[src/rtl/lsu_controller_pkg.sv]
// Shared types and helpers for the load/store sequencer.
`default_nettype none

package lsu_controller_pkg;

  typedef enum logic [2:0] {
    OP     = 3'd0,
    OP_IMM = 3'd1,
    LOAD   = 3'd2,
    STORE  = 3'd3,
    BRANCH = 3'd4,
    JAL    = 3'd5,
    JALR   = 3'd6,
    LUI    = 3'd7
  } op_type_t;

  typedef enum logic [1:0] {
    IDLE  = 2'd0,
    BEAT0 = 2'd1,
    BEAT1 = 2'd2,
    FIN   = 2'd3
  } lsu_state_t;

  localparam logic [2:0] F3_LB  = 3'b000;
  localparam logic [2:0] F3_LH  = 3'b001;
  localparam logic [2:0] F3_LW  = 3'b010;
  localparam logic [2:0] F3_LBU = 3'b100;
  localparam logic [2:0] F3_LHU = 3'b101;
  localparam logic [2:0] F3_SB  = 3'b000;
  localparam logic [2:0] F3_SH  = 3'b001;
  localparam logic [2:0] F3_SW  = 3'b010;

  function automatic logic [2:0] lsu_size(input logic [2:0] funct3);
    case (funct3[1:0])
      2'b00:   lsu_size = 3'd1;
      2'b01:   lsu_size = 3'd2;
      default: lsu_size = 3'd4;
    endcase
  endfunction

  function automatic logic lsu_f3_legal(input logic is_store, input logic [2:0] funct3);
    if (is_store)
      lsu_f3_legal = (funct3 == F3_SB) || (funct3 == F3_SH) || (funct3 == F3_SW);
    else
      lsu_f3_legal = (funct3 == F3_LB) || (funct3 == F3_LH) || (funct3 == F3_LW) ||
                     (funct3 == F3_LBU) || (funct3 == F3_LHU);
  endfunction

endpackage

`default_nettype wire

[src/rtl/lsu_controller_load_ext.sv]
// Sign/zero extension of a byte-0-aligned load word according to funct3.
`default_nettype none

module lsu_controller_load_ext
  import lsu_controller_pkg::*;
#(
  parameter int WIDTH = 32
) (
  input  logic [WIDTH-1:0] i_word,
  input  logic [2:0]       i_funct3,
  output logic [WIDTH-1:0] o_data
);

  always_comb begin
    o_data = '0;
    case (i_funct3)
      F3_LB:  o_data = {{(WIDTH-8){i_word[7]}}, i_word[7:0]};
      F3_LH:  o_data = {{(WIDTH-16){i_word[15]}}, i_word[15:0]};
      F3_LW:  o_data = i_word;
      F3_LBU: o_data = {{(WIDTH-8){1'b0}}, i_word[7:0]};
      F3_LHU: o_data = {{(WIDTH-16){1'b0}}, i_word[15:0]};
      default: o_data = '0;
    endcase
  end

endmodule

`default_nettype wire

[src/rtl/lsu_controller.sv]
// Load/store sequencer: aligns sub-word accesses, splits misaligned ones into two word beats.
`default_nettype none

module lsu_controller
  import lsu_controller_pkg::*;
#(
  parameter int WIDTH  = 32,
  parameter int ADDR_W = 32
) (
  input  logic              clk,
  input  logic              rst,
  input  logic              start,
  input  op_type_t          op_type,
  input  logic [2:0]        funct3,
  input  logic [ADDR_W-1:0] addr,
  input  logic [WIDTH-1:0]  wdata,
  output logic              busy,
  output logic              done,
  output logic [WIDTH-1:0]  rdata,
  output logic              err,
  output logic              mem_req,
  output logic              mem_we,
  output logic [ADDR_W-1:0] mem_addr,
  output logic [3:0]        mem_be,
  output logic [WIDTH-1:0]  mem_wdata,
  input  logic              mem_ack,
  input  logic [WIDTH-1:0]  mem_rdata
);

  lsu_state_t r_state, w_next;

  logic              r_is_store;
  logic              r_err;
  logic [2:0]        r_funct3;
  logic [ADDR_W-1:0] r_addr;
  logic [WIDTH-1:0]  r_wdata;
  logic [WIDTH-1:0]  r_buf_lo;
  logic [WIDTH-1:0]  r_buf_hi;

  logic                 w_is_ls;
  logic                 w_is_store_in;
  logic                 w_legal;
  logic [1:0]           w_off;
  logic [2:0]           w_size;
  logic [3:0]           w_end;
  logic                 w_split;
  logic [3:0]           w_mask;
  logic [7:0]           w_be_wide;
  logic [2*WIDTH-1:0]   w_wd_wide;
  logic [ADDR_W-1:0]    w_word;
  logic [WIDTH-1:0]     w_aligned;
  logic [WIDTH-1:0]     w_ext;

  assign w_is_store_in = (op_type == STORE);
  assign w_is_ls       = start && ((op_type == LOAD) || (op_type == STORE));
  assign w_legal       = lsu_f3_legal(w_is_store_in, funct3);

  assign w_off   = r_addr[1:0];
  assign w_size  = lsu_size(r_funct3);
  assign w_end   = {2'b00, w_off} + {1'b0, w_size};
  assign w_split = (w_end > 4'd4);
  assign w_word  = {r_addr[ADDR_W-1:2], 2'b00};

  always_comb begin
    case (w_size)
      3'd1:    w_mask = 4'b0001;
      3'd2:    w_mask = 4'b0011;
      default: w_mask = 4'b1111;
    endcase
  end

  // Low halves feed beat 0, the spill-over high halves feed beat 1.
  assign w_be_wide = {4'b0000, w_mask} << w_off;
  assign w_wd_wide = {{WIDTH{1'b0}}, r_wdata} << {w_off, 3'b000};

  always_comb begin
    case (w_off)
      2'd0:    w_aligned = r_buf_lo;
      2'd1:    w_aligned = {r_buf_hi[7:0],  r_buf_lo[WIDTH-1:8]};
      2'd2:    w_aligned = {r_buf_hi[15:0], r_buf_lo[WIDTH-1:16]};
      default: w_aligned = {r_buf_hi[23:0], r_buf_lo[WIDTH-1:24]};
    endcase
  end

  lsu_controller_load_ext #(
    .WIDTH (WIDTH)
  ) u_load_ext (
    .i_word   (w_aligned),
    .i_funct3 (r_funct3),
    .o_data   (w_ext)
  );

  always_ff @(posedge clk) begin
    if (rst) r_state <= IDLE;
    else     r_state <= w_next;
  end

  always_comb begin
    w_next = r_state;
    case (r_state)
      IDLE:    if (w_is_ls) w_next = w_legal ? BEAT0 : FIN;
      BEAT0:   if (mem_ack) w_next = w_split ? BEAT1 : FIN;
      BEAT1:   if (mem_ack) w_next = FIN;
      FIN:     w_next = IDLE;
      default: w_next = IDLE;
    endcase
  end

  always_ff @(posedge clk) begin
    if (rst) begin
      r_is_store <= 1'b0;
      r_err      <= 1'b0;
      r_funct3   <= 3'b000;
      r_addr     <= '0;
      r_wdata    <= '0;
      r_buf_lo   <= '0;
      r_buf_hi   <= '0;
    end else begin
      if (r_state == IDLE && w_is_ls) begin
        r_is_store <= w_is_store_in;
        r_err      <= !w_legal;
        r_funct3   <= funct3;
        r_addr     <= addr;
        r_wdata    <= wdata;
        r_buf_hi   <= '0;
      end
      if (r_state == BEAT0 && mem_ack) r_buf_lo <= mem_rdata;
      if (r_state == BEAT1 && mem_ack) r_buf_hi <= mem_rdata;
    end
  end

  always_comb begin
    mem_req   = 1'b0;
    mem_we    = 1'b0;
    mem_addr  = '0;
    mem_be    = 4'b0000;
    mem_wdata = '0;
    done      = 1'b0;
    err       = 1'b0;
    rdata     = '0;
    case (r_state)
      BEAT0: begin
        mem_req   = 1'b1;
        mem_we    = r_is_store;
        mem_addr  = w_word;
        mem_be    = w_be_wide[3:0];
        mem_wdata = w_wd_wide[WIDTH-1:0];
      end
      BEAT1: begin
        mem_req   = 1'b1;
        mem_we    = r_is_store;
        mem_addr  = w_word + ADDR_W'(4);
        mem_be    = w_be_wide[7:4];
        mem_wdata = w_wd_wide[2*WIDTH-1:WIDTH];
      end
      FIN: begin
        done  = 1'b1;
        err   = r_err;
        rdata = (r_is_store || r_err) ? '0 : w_ext;
      end
      default: ;
    endcase
  end

  // Combinational so the core stalls in the very cycle it presents the op.
  assign busy = w_is_ls && !done;

endmodule

`default_nettype wire

[config.mk]
export PLATFORM = sky130hd
export DESIGN_NAME = lsu_controller
export DESIGN_NICKNAME = d
export VERILOG_FILES = /design/src/rtl/lsu_controller_pkg.sv /design/src/rtl/lsu_controller_load_ext.sv /design/src/rtl/lsu_controller.sv
export SDC_FILE = /design/constraint.sdc
export NUM_CORES = 1
export LEC_CHECK = 0
export ABC_AREA = 1
export CORE_ASPECT_RATIO = 2
export CORE_UTILIZATION = 30
export DETAILED_ROUTE_END_ITERATION = 12
export GPL_TIMING_DRIVEN = 0
export REMOVE_ABC_BUFFERS = 1
export SETUP_SLACK_MARGIN = 0.4
export SYNTH_ARGS = -nofsm -noshare
export SYNTH_HDL_FRONTEND = slang
export SYNTH_SLANG_ARGS = --single-unit
export TNS_END_PERCENT = 50
[constraint.sdc]
create_clock -name clk -period 2.7 [get_ports clk]
set_clock_uncertainty 0.2 [all_clocks]
set_input_delay 0.54 -clock clk [delete_from_list [all_inputs] [get_ports clk]]
set_output_delay 0.54 -clock clk [all_outputs]
set_load 0.02 [all_outputs]
==> reports/metrics.yaml, run 1 <==
setup_path:
  rrSetupSlack_ns: 0.21
  start_kind: "flip-flop"
  slowest_delay_ns: 0.40
  cp_data_arrival_time_ns: 2.20
  cpMaxStageDelayCell: "dfxtp_4"
  path_cells: "buf_4 > nor2_4 > nand2_2 > nand4_4 > nand2_4 > nand3_1 > nand2_1 > inv_1 > buf_2"
  critPathBufInv: 3
  critPathKind: "reg2out"
  cp-end-kind: "output port"
  cp_top_family: "simple AND/OR/NAND/NOR gates"
  required_ns: 1.96
  path_max_fanout: 6
floorplanning:
  coreArea_sq_mm: 0.0264
  die_y_um: 234
  die_area_sq_mm: 0.0276
  fp-row-count: 84
  start_util_pct: 30.6
  die-width_um: 118
  io-pin-count: 211
synthesis:
  synth_seq_cells: 127
  syn_area_sq_mm: 0.00808
  synth-warning-count: 0
  synthCells: 1321
  synth_cell_types: 33
  synth_edf_count: 0
  synthFlopType: "dfxtp_1"
  async_flop_share_pct: 0
  yosysSeqAreaShare_pct: 31.5
  synth.avg_cell_area_sq_um: 6.11
global_route:
  grt_max_degree: 72
  antenna_found_initial: 1
  grt_overflow: 0
  grtUsageTotal_pct: 30.6
  grt_pass1_wl_um: 63100
  first_global_vias: 11100
cts:
  clock-root-buffer: "clkbuf_16"
  clk_pin_slew_ns: 0.07
  postCtsHoldBufs: 0
  cts_buffer_depth: 2
  cts_tree: "built"
  insertion_delay_ns: 0.44
  cts.sinks: 127
  cts_max_level: 4
  numCtsBuffers: 17
drt:
  routedWlPerCell_um: 21.5
  wl_met1_um: 13800
  wl_met3_um: 2790
  viasPerCell: 5.57
  dr_total_vias: 11100
  first_pass_iters: 7
  drc: 0
  routed-wl-met2_um: 22100
  top_layer_used: "met4"
  drt_iter0_drc: 899
  wl_um: 43000
  drtAntennaViolNets: 0
timing:
  relSlewSlack_pct: 43.5
  rsz0062_at_grt: "yes"
  worst_slack_ns: -0.237
  fmax_mhz: 341
  hold_violations: 0
  finalMaxSlewViolations: 0
  post-route-period-util_pct: 109
  worstMarginPinSlew_ns: 0.848
  min_period_ns: 2.94
  finalSetupViolCount: 84
place:
  portBuffers: 208
  placed_area_sq_mm: 0.0104
  place_congestion: 0.929
  post-place-ws_ns: -2.23
  dpl.hpwl_um: 23800
pwr:
  powerDensity_mw_per_mm2: 628
  vdd_drop_max_uv: 493
  leakage_nw: 5.79
job:
  maxCapViolCount: 0
run_status:
  status: "finished, violations left"
  violations: "negative setup slack"
hold_path:
  worstHoldPathType: "reg2reg"
cells_and_area:
  fill_cells: 2326
  layout-drive-gt1-share_pct: 38.6
  fin_nets: 1756
  fin_area_sq_mm: 0.0147
  area_delta_synth_final_pct: 82.2
[cells in the final DEF, fill, tap and decap left out, types with 16 or more instances in the layout]
master / count
buf_6: 123
clkbuf_16: 19
o21ai_1: 16
nand2_4: 19
nand2_2: 55
nand3_1: 65
o21ai_0: 119
inv_2: 16
a21oi_2: 22
buf_4: 106
o21ai_4: 21
buf_12: 16
inv_1: 119
nand4_1: 17
clkdlybuf4s50_1: 102
nor2_4: 33
dfxtp_1: 105
a21oi_1: 115
o21ai_2: 29
nand3_2: 24
nand2_1: 208
nor2_1: 98
o211ai_1: 28
[state kept, by name, summed over array words and instances, names as in the netlist]
| signal | count |
|---|---|
| r_addr | 32 |
| r_buf_lo | 32 |
| r_wdata | 32 |
| r_buf_hi | 24 |
| r_funct3 | 3 |
| r_state | 2 |
| r_err | 1 |
| r_is_store | 1 |
[Yosys cell counts, types with 4 or more instances]
cell      count  share of area (%)
inv_1       148                6.9
o21ai_0     181                 11
buf_4         7               0.65
nor2_2        5               0.39
a21oi_1     146                9.0
buf_1         4               0.19
a221oi_1      8               0.87
dfxtp_1     127                 31
nand4_1      17                1.3
nand2_1     286                 13
nor2_1      135                6.3
o221ai_1      6               0.65
a31oi_1       7               0.54
clkbuf_1     49                2.3
ha_1          8                1.2
buf_2        25                1.5
o22ai_1      13                1.0
nand3_1      93                5.8
o21ai_1       4               0.25
o211ai_1     28                2.6
[worst register-to-register path, stage by stage, from the launching register on]
cell and delay, ns:
dfxtp_4 0.40, buf_6 0.14, buf_12 0.15, buf_12 0.15
buf_16 0.15, ha_1 0.23, fa_1 0.39, xor2_1 0.17
o21ai_1 0.10, nand2_1 0.08, nand2_1 0.05, nand2_1 0.06
a21oi_1 0.06
[area by class of cell]
type	instances	area, sq um	share of cell area (%)
Antenna cell	1	2.50	0.0170
Clock buffer	22	474	3.22
Clock inverter	10	134	0.910
Inverter	154	687	4.67
Multi-Input combinational cell	958	6240	42.4
Sequential cell	127	2590	17.6
Tap cell	344	430	2.93
Timing Repair Buffer	377	4110	27.9
Timing Repair inverter	6	46.3	0.315
[report_power, final]
group / total (mW) / internal (mW) / switching [mW] / leakage (nW)
registers: 2.39 / 2.13 / 0.261 / 1.05
logic: 4.41 / 1.93 / 2.48 / 4.45
clock network: 2.44 / 1.52 / 0.919 / 0.296
[what timing repair did]
action	CTS	global route
cloned	20	1
pin swaps	107	102
gates resized for setup	993	210
setup endpoints to repair	230	159
buffers inserted	121	28
[through the flow]
stage                     power (mW)  TNS [ns]  std cells  hold WS, ns  util [%]
after floorplan                 3.52   -240.54       1234        0.236         -
after global placement          4.44   -799.01       1786        0.247      38.6
after detailed placement        4.52   -243.07       1796        0.248      39.4
after CTS                       8.68     -5.71       1969        0.271      52.1
after global routing            9.58    -13.79       1999        0.296      55.8
final                           9.24     -8.42       1999        0.271      55.8
[final timing paths]
check,depth (start not counted),to,startpoint
max,9,rdata[18],r_addr[0]$_SDFFE_PP0P_
min,2,r_wdata[22]$_SDFFE_PP0P_,r_wdata[22]$_SDFFE_PP0P_
max reg2reg,12,r_state[0]$_SDFFE_PP0P_,r_addr[0]$_SDFFE_PP0P_
min reg2reg,2,r_wdata[22]$_SDFFE_PP0P_,r_wdata[22]$_SDFFE_PP0P_
[cells by family after synthesis]
logic type | count (synthesis) | synth area share, %
xor+xnor | 1 | 0.108
other cells | 1 | 0.0464
fa+ha+maj | 9 | 1.49
simple gates | 544 | 28.1
compound gates | 397 | 26.6
buf+inv | 242 | 12.2
flops | 127 | 31.5
[metal layers]
layer  global-route usage (%)  up-vias
met3                     7.37      228
met2                     55.5      653
met5                        0        -
li1                         -     5042
met4                     29.8        0
met1                     27.5     5203
Power figures use the tool's default switching activity.
==> run 2: changes to the inputs <==
--- a/config.mk
+++ b/config.mk
@@ -10,6 +10,7 @@
 export CORE_UTILIZATION = 30
 export DETAILED_ROUTE_END_ITERATION = 12
 export GPL_TIMING_DRIVEN = 0
+export PLACE_DENSITY = 0.55
 export REMOVE_ABC_BUFFERS = 1
 export SETUP_SLACK_MARGIN = 0.4
 export SYNTH_ARGS = -nofsm -noshare
==> run 2 against run 1 <==
The flow still finishes with violations (negative setup slack); count of clock-buffer cells in the layout up 1; register-to-register slack better by 0.06 ns; global-route usage down 1.9 points; die area unchanged; non-clock buffer count down 26; via count down 4.6%; wire length down 5.7%.
==> reports/metrics.yaml, run 2 (synthesis gave the netlist of run 1 again) <==
run_status:
  status: "finished, violations left"
  violations: "negative setup slack"
cells_and_area:
  final_cell_mix: "nand2_1, o21ai_0, inv_1"
  largest_registers: "r_addr x32, r_buf_lo x32, r_wdata x32"
  area_delta_synth_final_pct: 73.8
  finalNonFillerCells: 1971
  antenna_cells: 0
  final_common_cell: "nand2_1"
  fin_util_pct: 53.2
  layout-drive-gt1-share_pct: 33.3
  fill_cells: 2529
  fin_nets: 1729
drt:
  drt_iter0_drc: 775
  wl_um: 40500
  viasPerCell: 5.38
  drtAntennaViolNets: 0
  dr_total_vias: 10600
  drc: 0
  routedWlPerCell_um: 20.6
  first_pass_iters: 5
timing:
  worstMarginPinSlew_ns: 0.808
  finalSetupViolCount: 78
  finalMaxSlewViolations: 0
  fmax_mhz: 349
  post-route-period-util_pct: 106
  rsz0062_at_grt: "yes"
  min_period_ns: 2.87
  hold_violations: 0
  relSlewSlack_pct: 46.1
  worst_slack_ns: -0.166
floorplanning:
  die-width_um: 118
  fp-row-count: 84
  die_area_sq_mm: 0.0276
  die_y_um: 234
  coreArea_sq_mm: 0.0264
  io-pin-count: 211
  start_util_pct: 30.6
pwr:
  vdd_drop_max_uv: 425
  powerDensity_mw_per_mm2: 636
  leakage_nw: 5.51
  finalPower_mw: 8.93
cts:
  clock-root-buffer: "clkbuf_16"
  numCtsBuffers: 17
  cts_buffer_depth: 2
  cts_max_level: 4
  clk_pin_slew_ns: 0.06
  cts_tree: "built"
  cts.sinks: 127
  insertion_delay_ns: 0.45
place:
  place_congestion: 0.879
  place_inst: 1796
  dpl.hpwl_um: 23800
  portBuffers: 208
setup_path:
  rrSetupSlack_ns: 0.27
  critPathKind: "reg2out"
  r2r_end: "r_state[0]$_SDFFE_PP0P_"
  cp_data_arrival_time_ns: 2.13
  reg2reg_depth: 9
  required_ns: 1.96
  cp-end-kind: "output port"
  path_max_fanout: 7
  r2r-start: "r_addr[0]$_SDFFE_PP0P_"
  start_kind: "flip-flop"
global_route:
  grtUsageTotal_pct: 28.7
  antenna_found_initial: 0
  grt_max_degree: 61
  grt_pass1_wl_um: 59200
  first_global_vias: 10400
  grt_overflow: 0
job:
  maxCapViolCount: 0
hold_path:
  worstHoldPathType: "reg2reg"
  hold-path-endpoint: "r_wdata[17]$_SDFFE_PP0P_"
  whs_path_depth: 2
  hold_start: "r_wdata[17]$_SDFFE_PP0P_"
==> run 2: cell count changes in the layout (fill, tap and decap cells not counted), moves of 9 or more <==
cell,previous run,this run
o21ai_4,21,3
buf_16,13,4
nand2_2,55,36
nand2_1,208,226
inv_1,119,128
o21ai_2,29,17
buf_6,123,105
o21ai_0,119,144
==> run 2: metrics by stage <==
step	area, sq um	setup TNS [ns]	hold WS [ns]	setup slack [ns]
finish	14000	-5.82	0.258	-0.166
global route	14000	-11.75	0.282	-0.235
CTS	13000	-7.06	0.257	-0.151
detailed placement	10400	-249.69	0.248	-2.32
global placement	10200	-811.71	0.247	-6.14
floorplan	7670	-240.54	0.236	-2.14
==> run 2: critical path, cell delays in order (launching register included) <==
cell and delay (ns):
dfxtp_4 0.41, buf_4 0.18, nor2_4 0.23, nand2_2 0.12, nand4_4 0.20, nand2_4 0.17
a21oi_1 0.19, buf_4 0.16
==> run 2: area by class of cell <==
cell class / count / area [sq um] / area share [%]
clock inverters: 9 / 81.3 / 0.580
flip-flops and latches: 127 / 2590 / 18.4
repair inverters: 4 / 31.3 / 0.223
inverters: 154 / 664 / 4.73
multi-input cells: 959 / 5990 / 42.7
clock buffers: 23 / 498 / 3.55
repair buffers: 351 / 3750 / 26.7
well taps: 344 / 430 / 3.07
==> run 2: power by group <==
group | switching, mW | internal (mW)
logic | 2.38 | 1.85
registers | 0.256 | 2.13
clock network | 0.937 | 1.38
==> run 2: routing by layer <==
layer,GRT usage (%),share of wire (%)
met4,25.9,8.4
met3,3.84,4.7
met5,0,0
met2,53.5,53
met1,27.2,34
==> run 2: what timing repair did <==
| item | 4_1_cts | 5_1_grt |
|---|---|---|
| hold buffers | 0 | 0 |
| cloned | 13 | 1 |
| buffers inserted | 99 | 30 |
| pin swaps | 71 | 70 |
| resized for setup | 850 | 209 |
| setup endpoints to repair | 230 | 148 |
==> run 2: worst max-delay path by stage <==
stage	to	cells past startpoint	from	slack (ns)
floorplan	r_addr[0]$_SDFFE_PP0P_	5	r_state[0]$_SDFFE_PP0P_	-2.14
global placement	r_wdata[4]$_SDFFE_PP0P_	4	op_type[1]	-6.14
detailed placement	r_buf_lo[1]$_SDFFE_PP0P_	5	mem_ack	-2.32
CTS	rdata[7]	7	r_state[1]$_SDFFE_PP0P_	-0.15
global route	rdata[16]	9	r_addr[0]$_SDFFE_PP0P_	-0.23
finish	rdata[8]	7	r_addr[0]$_SDFFE_PP0P_	-0.17
==> run 3: changes to the inputs <==
--- a/config.mk
+++ b/config.mk
@@ -10,9 +10,10 @@
 export CORE_UTILIZATION = 30
 export DETAILED_ROUTE_END_ITERATION = 12
 export GPL_TIMING_DRIVEN = 0
-export PLACE_DENSITY = 0.55
+export PLACE_DENSITY = 0.65
 export REMOVE_ABC_BUFFERS = 1
 export SETUP_SLACK_MARGIN = 0.4
+export SLEW_MARGIN = 10
 export SYNTH_ARGS = -nofsm -noshare
 export SYNTH_HDL_FRONTEND = slang
 export SYNTH_SLANG_ARGS = --single-unit
==> run 3 against run 2 <==
The flow still finishes with violations (negative setup slack); count of clock-buffer cells in the layout fell by 1; first-iteration DRC count rose by 7.0%; via count rose by 2.0%; critical path depth did not move; sequential power barely moved; wire length fell by 0.61%; combinational power rose by 2%; global-route usage rose by 0.13 points; largest power group unchanged.
==> reports/metrics.yaml, run 3 (synthesis gave the netlist of run 1 again) <==
run_status:
  status: "finished, violations left"
  violations: "negative setup slack"
place:
  placed_area_sq_mm: 0.0104
  dpl.hpwl_um: 23900
  portBuffers: 208
  place_inst: 1798
  post-place-ws_ns: -2.14
  place_congestion: 0.938
timing:
  setup-tns-final_ns: -8.01
  hold_violations: 0
  post-route-period-util_pct: 107
  finalMaxSlewViolations: 0
  min_period_ns: 2.88
  relSlewSlack_pct: 50.9
  rsz0062_at_grt: "yes"
  whs_ns: 0.256
  finalSetupViolCount: 91
  worst_slack_ns: -0.180
  fmax_mhz: 347
  worstMarginPinSlew_ns: 0.736
floorplanning:
  die-width_um: 118
  fp-row-count: 84
  start_util_pct: 30.6
  io-pin-count: 211
  coreArea_sq_mm: 0.0264
  die_area_sq_mm: 0.0276
  die_y_um: 234
drt:
  drt_iter0_drc: 829
  drtAntennaViolNets: 0
  wl_um: 40300
  drc: 0
  first_pass_iters: 6
  routedWlPerCell_um: 20.3
  dr_total_vias: 10800
  viasPerCell: 5.46
setup_path:
  critical_path_depth: 7
  path_max_fanout: 7
  critPathKind: "reg2out"
  reg2reg_depth: 9
  cpMaxStageDelayCell: "dfxtp_4"
  cp-end-kind: "output port"
  required_ns: 1.96
  slowest_delay_ns: 0.35
  crit_start: "r_addr[1]$_SDFFE_PP0P_"
  cp_data_arrival_time_ns: 2.14
  start_kind: "flip-flop"
  path_cells: "buf_12 > nor2_4 > nand2_2 > inv_1 > nand2_1 > a31oi_4 > buf_6"
  r2r-start: "r_addr[0]$_SDFFE_PP0P_"
  rrSetupSlack_ns: 0.38
  cp_top_family: "simple AND/OR/NAND/NOR gates"
  endpoint: "mem_wdata[4]"
  critPathBufInv: 3
  r2r_end: "r_state[0]$_SDFFE_PP0P_"
global_route:
  grtUsageTotal_pct: 28.8
  met1_usage_pct: 27.3
  busiest_layer: "met2"
  grt_max_degree: 67
  grt_pass1_wl_um: 59600
  antenna_found_initial: 1
  met2_usage_pct: 54.6
  grt_overflow: 0
  first_global_vias: 10700
  gr-usage-met3_pct: 4.77
cells_and_area:
  area_delta_synth_final_pct: 74.1
  finalNonFillerCells: 1981
  layout-drive-gt1-share_pct: 34.7
  final_cell_mix: "nand2_1, o21ai_0, a21oi_1"
  fill_cells: 2490
  fin_nets: 1739
  fin_area_sq_mm: 0.0141
  final_common_cell: "nand2_1"
  largest_registers: "r_addr x32, r_buf_lo x32, r_wdata x32"
  fin_util_pct: 53.3
cts:
  insertion_delay_ns: 0.44
  clock-root-buffer: "clkbuf_16"
  numCtsBuffers: 17
  clk_pin_slew_ns: 0.06
  cts_buffer_depth: 2
  cts_tree: "built"
  cts_max_level: 4
  cts.sinks: 127
  postCtsHoldBufs: 0
hold_path:
  worstHoldPathType: "reg2reg"
job:
  maxCapViolCount: 0
pwr:
  leakage_nw: 5.48
  finalPower_mw: 9.07
  vdd_drop_max_uv: 484
  powerDensity_mw_per_mm2: 645
==> run 3: final cells by class <==
type                            instances  area (sq um)  area share (%)
Multi-Input combinational cell        958          5860            41.7
Timing Repair Buffer                  361          3880            27.6
Sequential cell                       127          2580            18.4
Inverter                              154           669            4.76
Clock buffer                           22           484            3.44
Tap cell                              344           430            3.06
Clock inverter                          9           108           0.765
Timing Repair inverter                  5          38.8           0.276
Antenna cell                            1          2.50          0.0178
==> run 3: worst min-delay path by stage <==
stage | from | to | slack, ns | depth (start not counted)
final | r_wdata[18]$_SDFFE_PP0P_ | r_wdata[18]$_SDFFE_PP0P_ | 0.26 | 2
after global routing | r_wdata[18]$_SDFFE_PP0P_ | r_wdata[18]$_SDFFE_PP0P_ | 0.28 | 2
after CTS | r_wdata[21]$_SDFFE_PP0P_ | r_wdata[21]$_SDFFE_PP0P_ | 0.26 | 2
after detailed placement | r_wdata[21]$_SDFFE_PP0P_ | r_wdata[21]$_SDFFE_PP0P_ | 0.25 | 2
after global placement | r_wdata[21]$_SDFFE_PP0P_ | r_wdata[21]$_SDFFE_PP0P_ | 0.24 | 2
after floorplan | r_wdata[16]$_SDFFE_PP0P_ | r_wdata[16]$_SDFFE_PP0P_ | 0.24 | 2
==> run 3: worst min-delay path: cells and delay by family, from the launching register on <==
| kind | cells | cell delay [ns] |
|---|---|---|
| flops | 1 | 0.31 |
| buf+inv | 1 | 0.05 |
| compound gates | 1 | 0.05 |
==> run 3: per-layer routing <==
layer	wire, um	up-vias
met5	0	-
met4	3380	0
met3	2340	210
met2	21400	600
met1	13200	5006
li1	-	5000
==> run 3: report_power, final <==
group	internal [mW]	switching, mW	total [mW]
clock network	1.45	0.914	2.36
registers	2.13	0.249	2.38
logic	1.96	2.37	4.33
==> run 3: timing repair <==
| item | 4_1_cts | 5_1_grt |
|---|---|---|
| gates resized for setup | 857 | 192 |
| buffers inserted | 117 | 18 |
| endpoints found under the setup margin | 230 | 170 |
| pin swaps | 73 | 61 |
| gates cloned | 15 | 1 |
